## src/rtl/packet_arbiter_mux.sv

```systemverilog
// Round-robin request arbiter from NUM_PORTS client packet ports onto one memory
// port. In-order response routing uses a FIFO of granted port IDs.
module packet_arbiter_mux #(
  parameter int unsigned NUM_PORTS         = 2,
  parameter int unsigned PACKET_WIDTH      = 32,
  parameter int unsigned VALID_POS         = PACKET_WIDTH - 1,
  parameter int unsigned OUTSTANDING_DEPTH = 4
) (
  input  logic                              clk_in,
  input  logic                              reset_n_in,
  input  logic [NUM_PORTS*PACKET_WIDTH-1:0] req_packet_flatted_in,
  output logic [NUM_PORTS-1:0]              req_packet_ack_flatted_out,
  output logic [NUM_PORTS*PACKET_WIDTH-1:0] resp_packet_flatted_out,
  input  logic [NUM_PORTS-1:0]              resp_packet_ack_flatted_in,
  output logic [PACKET_WIDTH-1:0]           to_mem_packet_out,
  input  logic                              to_mem_packet_ack_in,
  input  logic [PACKET_WIDTH-1:0]           from_mem_packet_in,
  output logic                              from_mem_packet_ack_out,
  output logic                              error_out
);

  localparam int unsigned PORT_W = (NUM_PORTS > 1) ? $clog2(NUM_PORTS) : 1;
  localparam int unsigned PTR_W  = (OUTSTANDING_DEPTH > 1) ? $clog2(OUTSTANDING_DEPTH) : 1;
  localparam int unsigned CNT_W  = $clog2(OUTSTANDING_DEPTH + 1);

  typedef enum logic {IDLE, SEND} state_t;

  state_t                    state_q;
  state_t                    state_nxt;
  logic [PORT_W-1:0]         last_grant_q;
  logic [PACKET_WIDTH-1:0]   req_slice [NUM_PORTS];
  logic [PACKET_WIDTH-1:0]   resp_q    [NUM_PORTS];
  logic [NUM_PORTS-1:0]      eligible_c;
  logic                      grant_valid_c;
  logic [PORT_W-1:0]         grant_idx_c;
  logic                      do_grant_c;
  logic                      do_release_c;

  logic [PORT_W-1:0]         fifo_mem [OUTSTANDING_DEPTH];
  logic [PTR_W-1:0]          wr_ptr_q;
  logic [PTR_W-1:0]          rd_ptr_q;
  logic [CNT_W-1:0]          count_q;
  logic                      fifo_full_c;
  logic                      fifo_empty_c;
  logic [PORT_W-1:0]         head_port_c;
  logic                      mem_accept_c;
  logic                      pop_c;

  // Per-port unpack of request/response buses and eligibility
  for (genvar p = 0; p < NUM_PORTS; p++) begin : g_port
    assign req_slice[p] = req_packet_flatted_in[p*PACKET_WIDTH +: PACKET_WIDTH];
    assign eligible_c[p] = req_slice[p][VALID_POS] & ~req_packet_ack_flatted_out[p];
    assign resp_packet_flatted_out[p*PACKET_WIDTH +: PACKET_WIDTH] = resp_q[p];

    // Response slot: cleared by client ack, loaded when its ID is popped
    always_ff @(posedge clk_in or negedge reset_n_in) begin
      if (!reset_n_in) begin
        resp_q[p] <= '0;
      end else begin
        if (resp_packet_ack_flatted_in[p]) resp_q[p] <= '0;
        if (pop_c && (head_port_c == PORT_W'(p))) resp_q[p] <= from_mem_packet_in;
      end
    end
  end

  assign fifo_full_c  = (count_q == CNT_W'(OUTSTANDING_DEPTH));
  assign fifo_empty_c = (count_q == '0);
  assign head_port_c  = fifo_mem[rd_ptr_q];

  // Round-robin winner: first eligible port after last_grant, wrapping
  always_comb begin
    grant_valid_c = 1'b0;
    grant_idx_c   = '0;
    for (int unsigned k = 1; k <= NUM_PORTS; k++) begin
      if (!grant_valid_c && eligible_c[PORT_W'((32'(last_grant_q) + k) % NUM_PORTS)]) begin
        grant_valid_c = 1'b1;
        grant_idx_c   = PORT_W'((32'(last_grant_q) + k) % NUM_PORTS);
      end
    end
  end

  // Memory response acceptance; an empty FIFO still acks but flags an error
  assign mem_accept_c = from_mem_packet_in[VALID_POS] & ~from_mem_packet_ack_out &
                        (fifo_empty_c | ~resp_q[head_port_c][VALID_POS]);
  assign pop_c        = mem_accept_c & ~fifo_empty_c;

  // Request FSM state register
  always_ff @(posedge clk_in or negedge reset_n_in) begin
    if (!reset_n_in) state_q <= IDLE;
    else             state_q <= state_nxt;
  end

  // Request FSM next state: grant in IDLE, hold until memory accepts in SEND
  always_comb begin
    state_nxt    = state_q;
    do_grant_c   = 1'b0;
    do_release_c = 1'b0;
    case (state_q)
      IDLE: begin
        if (grant_valid_c && !fifo_full_c) begin
          do_grant_c = 1'b1;
          state_nxt  = SEND;
        end
      end
      SEND: begin
        if (to_mem_packet_ack_in) begin
          do_release_c = 1'b1;
          state_nxt    = IDLE;
        end
      end
      default: state_nxt = IDLE;
    endcase
  end

  // Request-side outputs and round-robin pointer
  always_ff @(posedge clk_in or negedge reset_n_in) begin
    if (!reset_n_in) begin
      req_packet_ack_flatted_out <= '0;
      to_mem_packet_out          <= '0;
      last_grant_q               <= PORT_W'(NUM_PORTS - 1);
    end else begin
      req_packet_ack_flatted_out <= '0;
      if (do_grant_c) begin
        req_packet_ack_flatted_out[grant_idx_c] <= 1'b1;
        to_mem_packet_out                       <= req_slice[grant_idx_c];
        last_grant_q                            <= grant_idx_c;
      end else if (do_release_c) begin
        to_mem_packet_out <= '0;
      end
    end
  end

  // Port-ID FIFO storage
  always_ff @(posedge clk_in) begin
    if (do_grant_c) fifo_mem[wr_ptr_q] <= grant_idx_c;
  end

  // Port-ID FIFO pointers and occupancy
  always_ff @(posedge clk_in or negedge reset_n_in) begin
    if (!reset_n_in) begin
      wr_ptr_q <= '0;
      rd_ptr_q <= '0;
      count_q  <= '0;
    end else begin
      if (do_grant_c)
        wr_ptr_q <= (wr_ptr_q == PTR_W'(OUTSTANDING_DEPTH - 1)) ? '0 : wr_ptr_q + PTR_W'(1);
      if (pop_c)
        rd_ptr_q <= (rd_ptr_q == PTR_W'(OUTSTANDING_DEPTH - 1)) ? '0 : rd_ptr_q + PTR_W'(1);
      case ({do_grant_c, pop_c})
        2'b10:   count_q <= count_q + CNT_W'(1);
        2'b01:   count_q <= count_q - CNT_W'(1);
        default: count_q <= count_q;
      endcase
    end
  end

  // Memory-side ack pulse and sticky orphan-response flag
  always_ff @(posedge clk_in or negedge reset_n_in) begin
    if (!reset_n_in) begin
      from_mem_packet_ack_out <= 1'b0;
      error_out               <= 1'b0;
    end else begin
      from_mem_packet_ack_out <= mem_accept_c;
      if (mem_accept_c && fifo_empty_c) error_out <= 1'b1;
    end
  end

endmodule

```

## config.mk

```make
export PLATFORM = sky130hd
export DESIGN_NAME = packet_arbiter_mux
export DESIGN_NICKNAME = d
export VERILOG_FILES = /design/src/rtl/packet_arbiter_mux.sv
export SDC_FILE = /design/constraint.sdc
export NUM_CORES = 1
export LEC_CHECK = 0
export CORE_MARGIN = 1.5
export CORE_UTILIZATION = 46
export DETAILED_ROUTE_END_ITERATION = 10
export GPL_TIMING_DRIVEN = 0
export PLACE_DENSITY = 0.94
export REMOVE_ABC_BUFFERS = 1
export SLEW_MARGIN = 10
export SYNTH_ARGS = -nofsm -noshare
export SYNTH_HDL_FRONTEND = slang
export SYNTH_SLANG_ARGS = --single-unit
```

## constraint.sdc

```tcl
create_clock -name clk_in -period 5.3 [get_ports clk_in]
set_clock_uncertainty 0.1 [all_clocks]
set_input_delay 0.795 -clock clk_in [delete_from_list [all_inputs] [get_ports clk_in]]
set_output_delay 0.795 -clock clk_in [all_outputs]
set_load 0.005 [all_outputs]
```

==> impl_metrics.ini, run 1 <==
[die]
initial_core_util_pct = 47.4
dieArea_sq_um = 11200
coreArea_sq_um = 10300
die_x_um = 106
die_h_um = 106
ioPinCount = 201
row_count = 37

[routing]
drc_errors = 0
vias = 4340
wire_per_inst_um = 16.3
routed_wl_um = 13500
firstDrtPassIters = 7
first_iter_violations = 306
final_antenna_net_count = 0
vias_per_cell = 5.24

[clock_network]
clkTransAtPathRegs_ns = 0.06
clock-sinks = 113
clk_latency_ns = 0.51
numCtsBuffers = 17
cts_tree = done
postCtsResizedCells = 0
cts_setup_buffers = 0
cts-htree-levels = 4
ctsLongestPathBuffers = 2
clockRootBuffer = clkbuf_8
ctsHoldBuffers = 0

[global_routing]
gr-usage-all-layers_pct = 25.2
grt_antenna_before_repair = 0
grt_pass1_wl_um = 21900
grt_max_degree = 56
grt_pass1_vias = 4417
grt_overflow = 0

[setup_path]
worstPathArrival_ns = 3.39
r2r_slack_ns = 2.45
cpPeakStageDelay_ns = 0.83
critPathKind = in -> reg
reg2regPathDepth = 9
cp.required_ns = 5.62
cp_slowest_cell = a211oi_1
r2r_start = count_q[0]
path_max_fanout = 11
r2r-end = count_q[2]
cp-start-kind = primary input
critPathMostFrequentCell = inv_1
worstSetupEndpointType = flop
path_cells = clkdlybuf4s50_1, nand2b_1, a211oi_1, inv_1, ha_1, inv_1, fa_1, mux2i_1
critPathTopFamily = compound AO/OA/AOI/OAI gates
cp_num_buf_inv = 3

[sta]
finalHoldViolations = 0
grt_setup_unrepaired = no
period_needed_ns = 3.07
max_freq_mhz = 326
maxSlewHeadroom_pct = 29.8
period_share_pct = 57.9
finalSetupViolations = 0
tightest_slew_ns = 1.05
drv_slew = 0
tns_ns = 0
finalWorstSetupSlack_ns = 2.23

[logic_synthesis]
ys.flop_type = dfrtp_1
yosysWarningCount = 0
syn_area_sq_um = 4870
synth_cell_type_count = 37
seq_area_frac_synth_pct = 58.5
synth_edf_count = 4
synth-seq-cells = 113
syn_inst = 481
synth_area_per_cell_sq_um = 10.1
synthArstFlopShare_pct = 96.5

[power]
ir_worst_vdd_mv = 0.394
intPower_w = 0.00285
switching_share_pct = 31.7
finalPower_w = 0.00417
p_comb_share_pct = 37.5
p_leak_nw = 3.32
seq_power_share_pct = 34.3
powerDensity_nw_per_um2 = 546
p_switching_w = 0.00132
clockPowerShare_pct = 28.2

[status]
outcome = complete, no violations

[worst_hold_path]
min_path_type = in -> async

[placed_design]
post-dp-hpwl_um = 9580
routabilityCongestion = 0.797
io_buffers = 200
postPlaceCellArea_sq_um = 7010
place_ws_ns = 1.80

[final_layout]
final_cell_mix = clkdlybuf4s50_1, dfrtp_1, inv_1
final_common_cell = clkdlybuf4s50_1
syn_to_final_growth_pct = 56.6
fin_nets = 787
drive_gt1_share_pct = 7.23
fillCellCount = 688
final_design_area_no_fill_sq_um = 7630
antenna_cells = 0

[run]
maxCapViolations = 0
-- state kept, by name, summed over array words and instances, names as in the netlist, 2 cells and up --
signal / cells
resp_packet_flatted_out: 64
to_mem_packet_out: 32
fifo_mem: 4
count_q: 3
rd_ptr_q: 2
req_packet_ack_flatted_out: 2
wr_ptr_q: 2
-- through the flow --
step	util [%]	hold slack [ns]	std cells
6_report	74.2	0.135	828
5_1_grt	74.2	0.166	828
4_1_cts	74.2	0.145	828
3_5_place_dp	68.2	0.370	796
3_3_place_gp	66.9	0.361	788
2_1_floorplan	-	0.368	452
-- area by class of cell --
type	count	area, sq um	area share [%]
inverters	72	270	3.54
repair buffers	208	2110	27.7
clock buffers	20	435	5.71
multi-input cells	267	1610	21.1
flip-flops and latches	113	2850	37.3
clock inverters	12	181	2.38
well taps	136	170	2.23
-- Yosys cell counts, types with 4 or more instances --
cell      instances  share of area (%)
o21ai_0          67                6.9
and2_1            4               0.51
edfxtp_1          4                2.5
clkbuf_1         15                1.2
nand3b_1         31                4.8
dfrtp_1         108                 55
nand2_1          64                4.9
inv_1            72                5.5
buf_2             7               0.72
ha_1              6                1.5
o21ai_1          31                3.2
a22oi_1          31                4.8
buf_6             6                1.4
nor2_1            5               0.39
-- worst max path at each step --
stage	start	endpoint	cells past startpoint
finish	req_packet_flatted_in[63]	count_q[1]	8
global route	req_packet_flatted_in[63]	count_q[2]	10
CTS	req_packet_flatted_in[63]	count_q[2]	10
detailed placement	req_packet_flatted_in[63]	count_q[2]	10
global placement	reset_n_in	to_mem_packet_out[13]	1
floorplan	req_packet_flatted_in[31]	to_mem_packet_out[10]	4
-- routing by layer --
metal | track usage, % | part of all wire (%) | up-vias
met3 | 6.38 | 8.2 | 13
met4 | 6.56 | 1.1 | 0
met1 | 29.8 | 39 | 2097
met5 | 0 | 0 | -
li1 | - | - | 2000
met2 | 45.5 | 52 | 230
-- kinds of logic after synthesis --
logic type	share of synthesized area [%]
adder cells (fa/ha/maj)	1.95
flip-flops	58.5
XOR/XNOR	0.539
AND/OR/NAND/NOR	12.8
AO/OA/AOI/OAI	16.0
buffers and inverters	8.91
multiplexers	1.36
-- power by group through the flow --
stage / sequential (W) / combinational, W / clock (W)
floorplan: 0.00143 / 0.000597 / 0
global placement: 0.00141 / 0.00143 / 0
detailed placement: 0.00143 / 0.00155 / 0
CTS: 0.00143 / 0.00158 / 0.00119
global route: 0.00147 / 0.00171 / 0.00124
finish: 0.00143 / 0.00156 / 0.00118
(Power assumes the default switching activity.)
==> run 2, diff against run 1 <==
CORE_UTILIZATION = 43   (was 46)
PLACE_DENSITY = 0.89   (was 0.94)
clock period = 3.15 ns   (was 5.3 ns; I/O delays follow)
==> run 2 against run 1 <==
Wire length fell by 1.8%. Sequential cell count is the same. Die area rose by 6.8%.
==> impl_metrics.ini, run 2 (same netlist as run 1, synthesis figures left out) <==
[final_layout]
syn_to_final_growth_pct = 57.0
fin_nets = 789
multi_input_area_sq_um = 1610
final_common_cell = clkdlybuf4s50_1
drive_gt1_share_pct = 7.35
layout.area.seq_sq_um = 2850
final_cell_mix = clkdlybuf4s50_1, dfrtp_1, inv_1
fillCellCount = 760
largest_reg_flops = 64
antenna_cells = 0

[routing]
final_antenna_net_count = 0
routed_wl_um = 13200
first_iter_violations = 321
vias = 4277
firstDrtPassIters = 4
vias_per_cell = 5.13
wire_per_inst_um = 15.9
drc_errors = 0

[placed_design]
routabilityCongestion = 0.756
io_buffers = 200
post-dp-hpwl_um = 9230
place_ws_ns = -0.0750

[setup_path]
cp-start-kind = primary input
r2r-end = count_q[2]
reg2regPathDepth = 9
worstPathArrival_ns = 3.04
path_max_fanout = 11
critPathTopFamily = compound AO/OA/AOI/OAI gates
path_cells = clkdlybuf4s50_1, nand2b_1, a211oi_1, inv_1, ha_1, inv_1, fa_1, xor2_1, nor2_1, xor2_1
critPathKind = in -> reg
worstSetupEndpointType = flop
cp_num_buf_inv = 3
cpPeakStageDelay_ns = 0.85
r2r_start = count_q[2]
cp_slowest_cell = a211oi_1
r2r_slack_ns = 0.36
cp.required_ns = 3.32

[die]
ioPinCount = 201
coreArea_sq_um = 10900
dieArea_sq_um = 12000
die_x_um = 109
row_count = 38
die_h_um = 109
initial_core_util_pct = 44.6

[clock_network]
clock-sinks = 113
clockRootBuffer = clkbuf_16
cts-htree-levels = 4
cts_tree = done
clkTransAtPathRegs_ns = 0.05
ctsLongestPathBuffers = 2
ctsHoldBuffers = 1
clk_latency_ns = 0.40
postCtsResizedCells = 0
numCtsBuffers = 17
cts_setup_buffers = 0

[sta]
finalWorstSetupSlack_ns = 0.289
period_needed_ns = 2.86
grt_setup_unrepaired = no
tns_ns = 0
max_freq_mhz = 350
tightest_slew_ns = 1.10
drv_slew = 0
finalSetupViolations = 0
maxSlewHeadroom_pct = 26.4
finalHoldViolations = 0
period_share_pct = 90.8

[run]
maxCapViolations = 0

[worst_hold_path]
min_to = error_out
min_path_type = reg -> reg
holdCritStartpoint = error_out
holdPathStages = 1

[power]
ir_worst_vdd_mv = 0.483
powerDensity_nw_per_um2 = 916
p_leak_nw = 3.34

[global_routing]
grt_pass1_wl_um = 20600
grt_pass1_vias = 4214
grt_antenna_before_repair = 0
grt_overflow = 0
gr-usage-all-layers_pct = 22.5
grt_max_degree = 65

[status]
outcome = complete, no violations
-- run 2: cell types whose count changed in the layout (fill, tap and decap cells not counted), sizes merged --
cell / previous run / this run
buf: 9 / 10
clkbuf: 20 / 21
clkinv: 4 / 5
dlygate4sd3: 0 / 1
inv: 74 / 72
-- run 2: final cells by class --
class	instances	share of cell area, %
inverter	72	3.53
timing repair buffer	210	27.8
tap	140	2.29
clock buffer	21	6.02
multi-input combinational	267	21.0
clock inverter	11	2.09
sequential	113	37.2
-- run 2: through the flow --
| step | hold slack, ns | util, % | instances | total power [W] | cell area, sq um |
|---|---|---|---|---|---|
| 5_1_grt | 0.398 | 69.9 | 834 | 0.00745 | 7650 |
| 3_5_place_dp | 0.330 | 64.2 | 801 | 0.00501 | 7020 |
| 4_1_cts | 0.394 | 69.9 | 834 | 0.00706 | 7650 |
| 2_1_floorplan | 0.0769 | - | 452 | 0.00341 | 4710 |
| 3_3_place_gp | 0.365 | 63.0 | 792 | 0.00478 | 6890 |
| 6_report | 0.384 | 69.9 | 834 | 0.00701 | 7650 |
-- run 2: worst register-to-register path, delay by kind of cell, from the launching register on --
family | cells | cell delay (ns)
compound gates | 1 | 0.86
simple gates | 2 | 0.29
fa+ha+maj | 2 | 0.46
flops | 1 | 0.41
xor+xnor | 2 | 0.29
buf+inv | 2 | 0.27
-- run 2: how the worst max path moves through the flow --
stage | startpoint | cells past startpoint | endpoint | slack, ns
after floorplan | req_packet_ack_flatted_out[0] | 4 | to_mem_packet_out[10] | -0.44
after global placement | reset_n_in | 1 | to_mem_packet_out[10] | -2.46
after detailed placement | req_packet_flatted_in[63] | 10 | count_q[2] | -0.07
after CTS | req_packet_flatted_in[63] | 10 | count_q[2] | 0.32
after global routing | req_packet_flatted_in[63] | 10 | count_q[2] | 0.05
final | req_packet_flatted_in[63] | 10 | count_q[2] | 0.29
-- run 2: report_power, final --
group	total [W]	switching [W]	leakage (nW)	internal (W)
combinational	0.00260	0.00116	1.57	0.00144
sequential	0.00241	0.000370	1.47	0.00204
clock	0.00200	0.000640	0.303	0.00136
total	0.00701	0.00217	3.34	0.00483
-- run 2: metal layers --
layer	share of wire [%]	wire, um	up-vias	GRT usage [%]
met4	1.1	152	0	8.26
met5	0	0	-	0
li1	-	-	2002	-
met3	8.4	1110	18	8.06
met2	49	6480	202	37.5
met1	41	5490	2055	26.8
==> run 3, diff against run 2 <==
CAP_MARGIN = 20   (was not set)
CORE_MARGIN = 3   (was 1.5)
==> run 3 against run 2 <==
Die area grew 5.6%. Maximum frequency up 0.25%. Design area is 0.44% higher. Non-clock buffer count increased by 1. Cell count grew 0.36%. Wire length is 4.6% higher. Count of clock-buffer cells in the layout up 1. Worst setup slack better by 0.0071 ns. Sequential cell count unchanged. Sequential power barely moved. Via count rose by 1.0%. First-iteration DRC count increased by 14%. Critical path type unchanged. Critical endpoint unchanged. Largest cell class unchanged.
==> impl_metrics.ini, run 3 (same netlist as run 1, synthesis figures left out) <==
[power]
ir_worst_vdd_mv = 0.500
p_leak_nw = 3.35
powerDensity_nw_per_um2 = 919
finalPower_w = 0.00706

[final_layout]
fin_util_pct = 70.3
largest_reg_flops = 64
final_cell_mix = clkdlybuf4s50_1, dfrtp_1, inv_1
final_design_area_no_fill_sq_um = 7680
fin_nets = 790
fillCellCount = 734
syn_to_final_growth_pct = 57.7
final_common_cell = clkdlybuf4s50_1
drive_gt1_share_pct = 7.48

[sta]
max_freq_mhz = 350
maxSlewHeadroom_pct = 32.8
tightest_slew_ns = 1.00
finalHoldViolations = 0
tns_ns = 0
drv_slew = 0
finalSetupViolations = 0
grt_setup_unrepaired = no
period_needed_ns = 2.85
period_share_pct = 90.6
fin_hold_ws_ns = 0.370

[clock_network]
clkTransAtPathRegs_ns = 0.05
clockRootBuffer = clkbuf_16
numCtsBuffers = 17
postCtsResizedCells = 0
clk_latency_ns = 0.40
cts-htree-levels = 4
ctsLongestPathBuffers = 2
clock-sinks = 113
cts_tree = done

[worst_hold_path]
min_to = error_out
holdPathStages = 1
holdCritStartpoint = error_out
min_path_type = reg -> reg

[global_routing]
gr-usage-all-layers_pct = 22.7
grt_pass1_vias = 4695
grt_max_degree = 57
grt_most_used_layer = met2
grt_antenna_before_repair = 2
grt_pass1_wl_um = 22900
grtUsageMet2_pct = 38.4
grtUsageMet1_pct = 26.8
use_met3_pct = 7.17
grt_overflow = 0

[setup_path]
worstSetupEndpointType = flop
worstPathArrival_ns = 3.03
cp_num_buf_inv = 3
r2r-end = count_q[2]
path_max_fanout = 11
r2r_slack_ns = 0.38
path_cells = clkdlybuf4s50_1, nand2b_1, a211oi_1, inv_1, ha_1, inv_1, fa_1, xor2_1, nor2_1, xor2_1
cpPeakStageDelay_ns = 0.83
cp.required_ns = 3.33
r2r_start = rd_ptr_q[0]
critPathKind = in -> reg
critPathTopFamily = compound AO/OA/AOI/OAI gates
cp-start-kind = primary input
cp_slowest_cell = a211oi_1
reg2regPathDepth = 9

[routing]
firstDrtPassIters = 6
drc_errors = 0
vias = 4320
final_antenna_net_count = 0
routed_wl_um = 13800
wire_per_inst_um = 16.5
vias_per_cell = 5.16
first_iter_violations = 366

[placed_design]
routabilityCongestion = 0.869
post-dp-hpwl_um = 10000
postPlaceCellArea_sq_um = 7020
io_buffers = 200

[run]
maxCapViolations = 0

[die]
ioPinCount = 201
die_x_um = 112
die_h_um = 112
dieArea_sq_um = 12600
coreArea_sq_um = 10900
initial_core_util_pct = 44.6
row_count = 38

[status]
outcome = complete, no violations
[run 3: final cells by class]
cell class	instances	area [sq um]	area share [%]
timing repair buffer	211	2140	27.9
clock inverter	10	156	2.04
sequential	113	2850	37.1
inverter	72	270	3.52
clock buffer	22	474	6.17
multi-input combinational	267	1610	20.9
tap	140	175	2.28
antenna	2	5.00	0.0651
[run 3: per-stage QoR]
stage / instances / worst slack, ns
after floorplan: 452 / -0.438
after CTS: 834 / 0.314
after global routing: 837 / 0.0566
after global placement: 792 / -2.45
after detailed placement: 801 / -0.0585
final: 837 / 0.296
[run 3: timing repair]
item                                    4_1_cts  5_1_grt
hold endpoints to repair                     54        0
endpoints found under the setup margin        0        0
hold buffers                                  1        0
buffers inserted                              0        0
[run 3: report_power, final]
group | switching [W] | leakage, nW | internal (W) | total, W
clock | 0.000649 | 0.310 | 0.00138 | 0.00203
combinational | 0.00118 | 1.58 | 0.00144 | 0.00262
sequential | 0.000367 | 1.47 | 0.00204 | 0.00240
[run 3: worst reg2reg max path, cell delays in order (launching register included)]
cell and delay [ns]:
dfrtp_1 0.40, mux4_2 0.58, mux2_2 0.33, nor3_4 0.20
ha_1 0.23, inv_1 0.06, fa_1 0.37, xor2_1 0.15
nor2_1 0.12, xor2_1 0.16
[run 3: how the worst max path moves through the flow]
| stage | start | to | slack, ns | depth (start not counted) |
|---|---|---|---|---|
| floorplan | req_packet_ack_flatted_out[0] | to_mem_packet_out[10] | -0.44 | 4 |
| global placement | reset_n_in | to_mem_packet_out[1] | -2.45 | 1 |
| detailed placement | req_packet_flatted_in[63] | count_q[2] | -0.06 | 10 |
| CTS | req_packet_flatted_in[63] | count_q[2] | 0.31 | 10 |
| global route | req_packet_flatted_in[63] | count_q[2] | 0.06 | 10 |
| finish | req_packet_flatted_in[63] | count_q[2] | 0.30 | 10 |
[run 3: per-layer routing]
layer  up-vias  part of all wire [%]
met1      2078                    39
met3        22                   9.0
li1       2000                     -
met5         -                     0
met2       220                    50
met4         0                   1.9
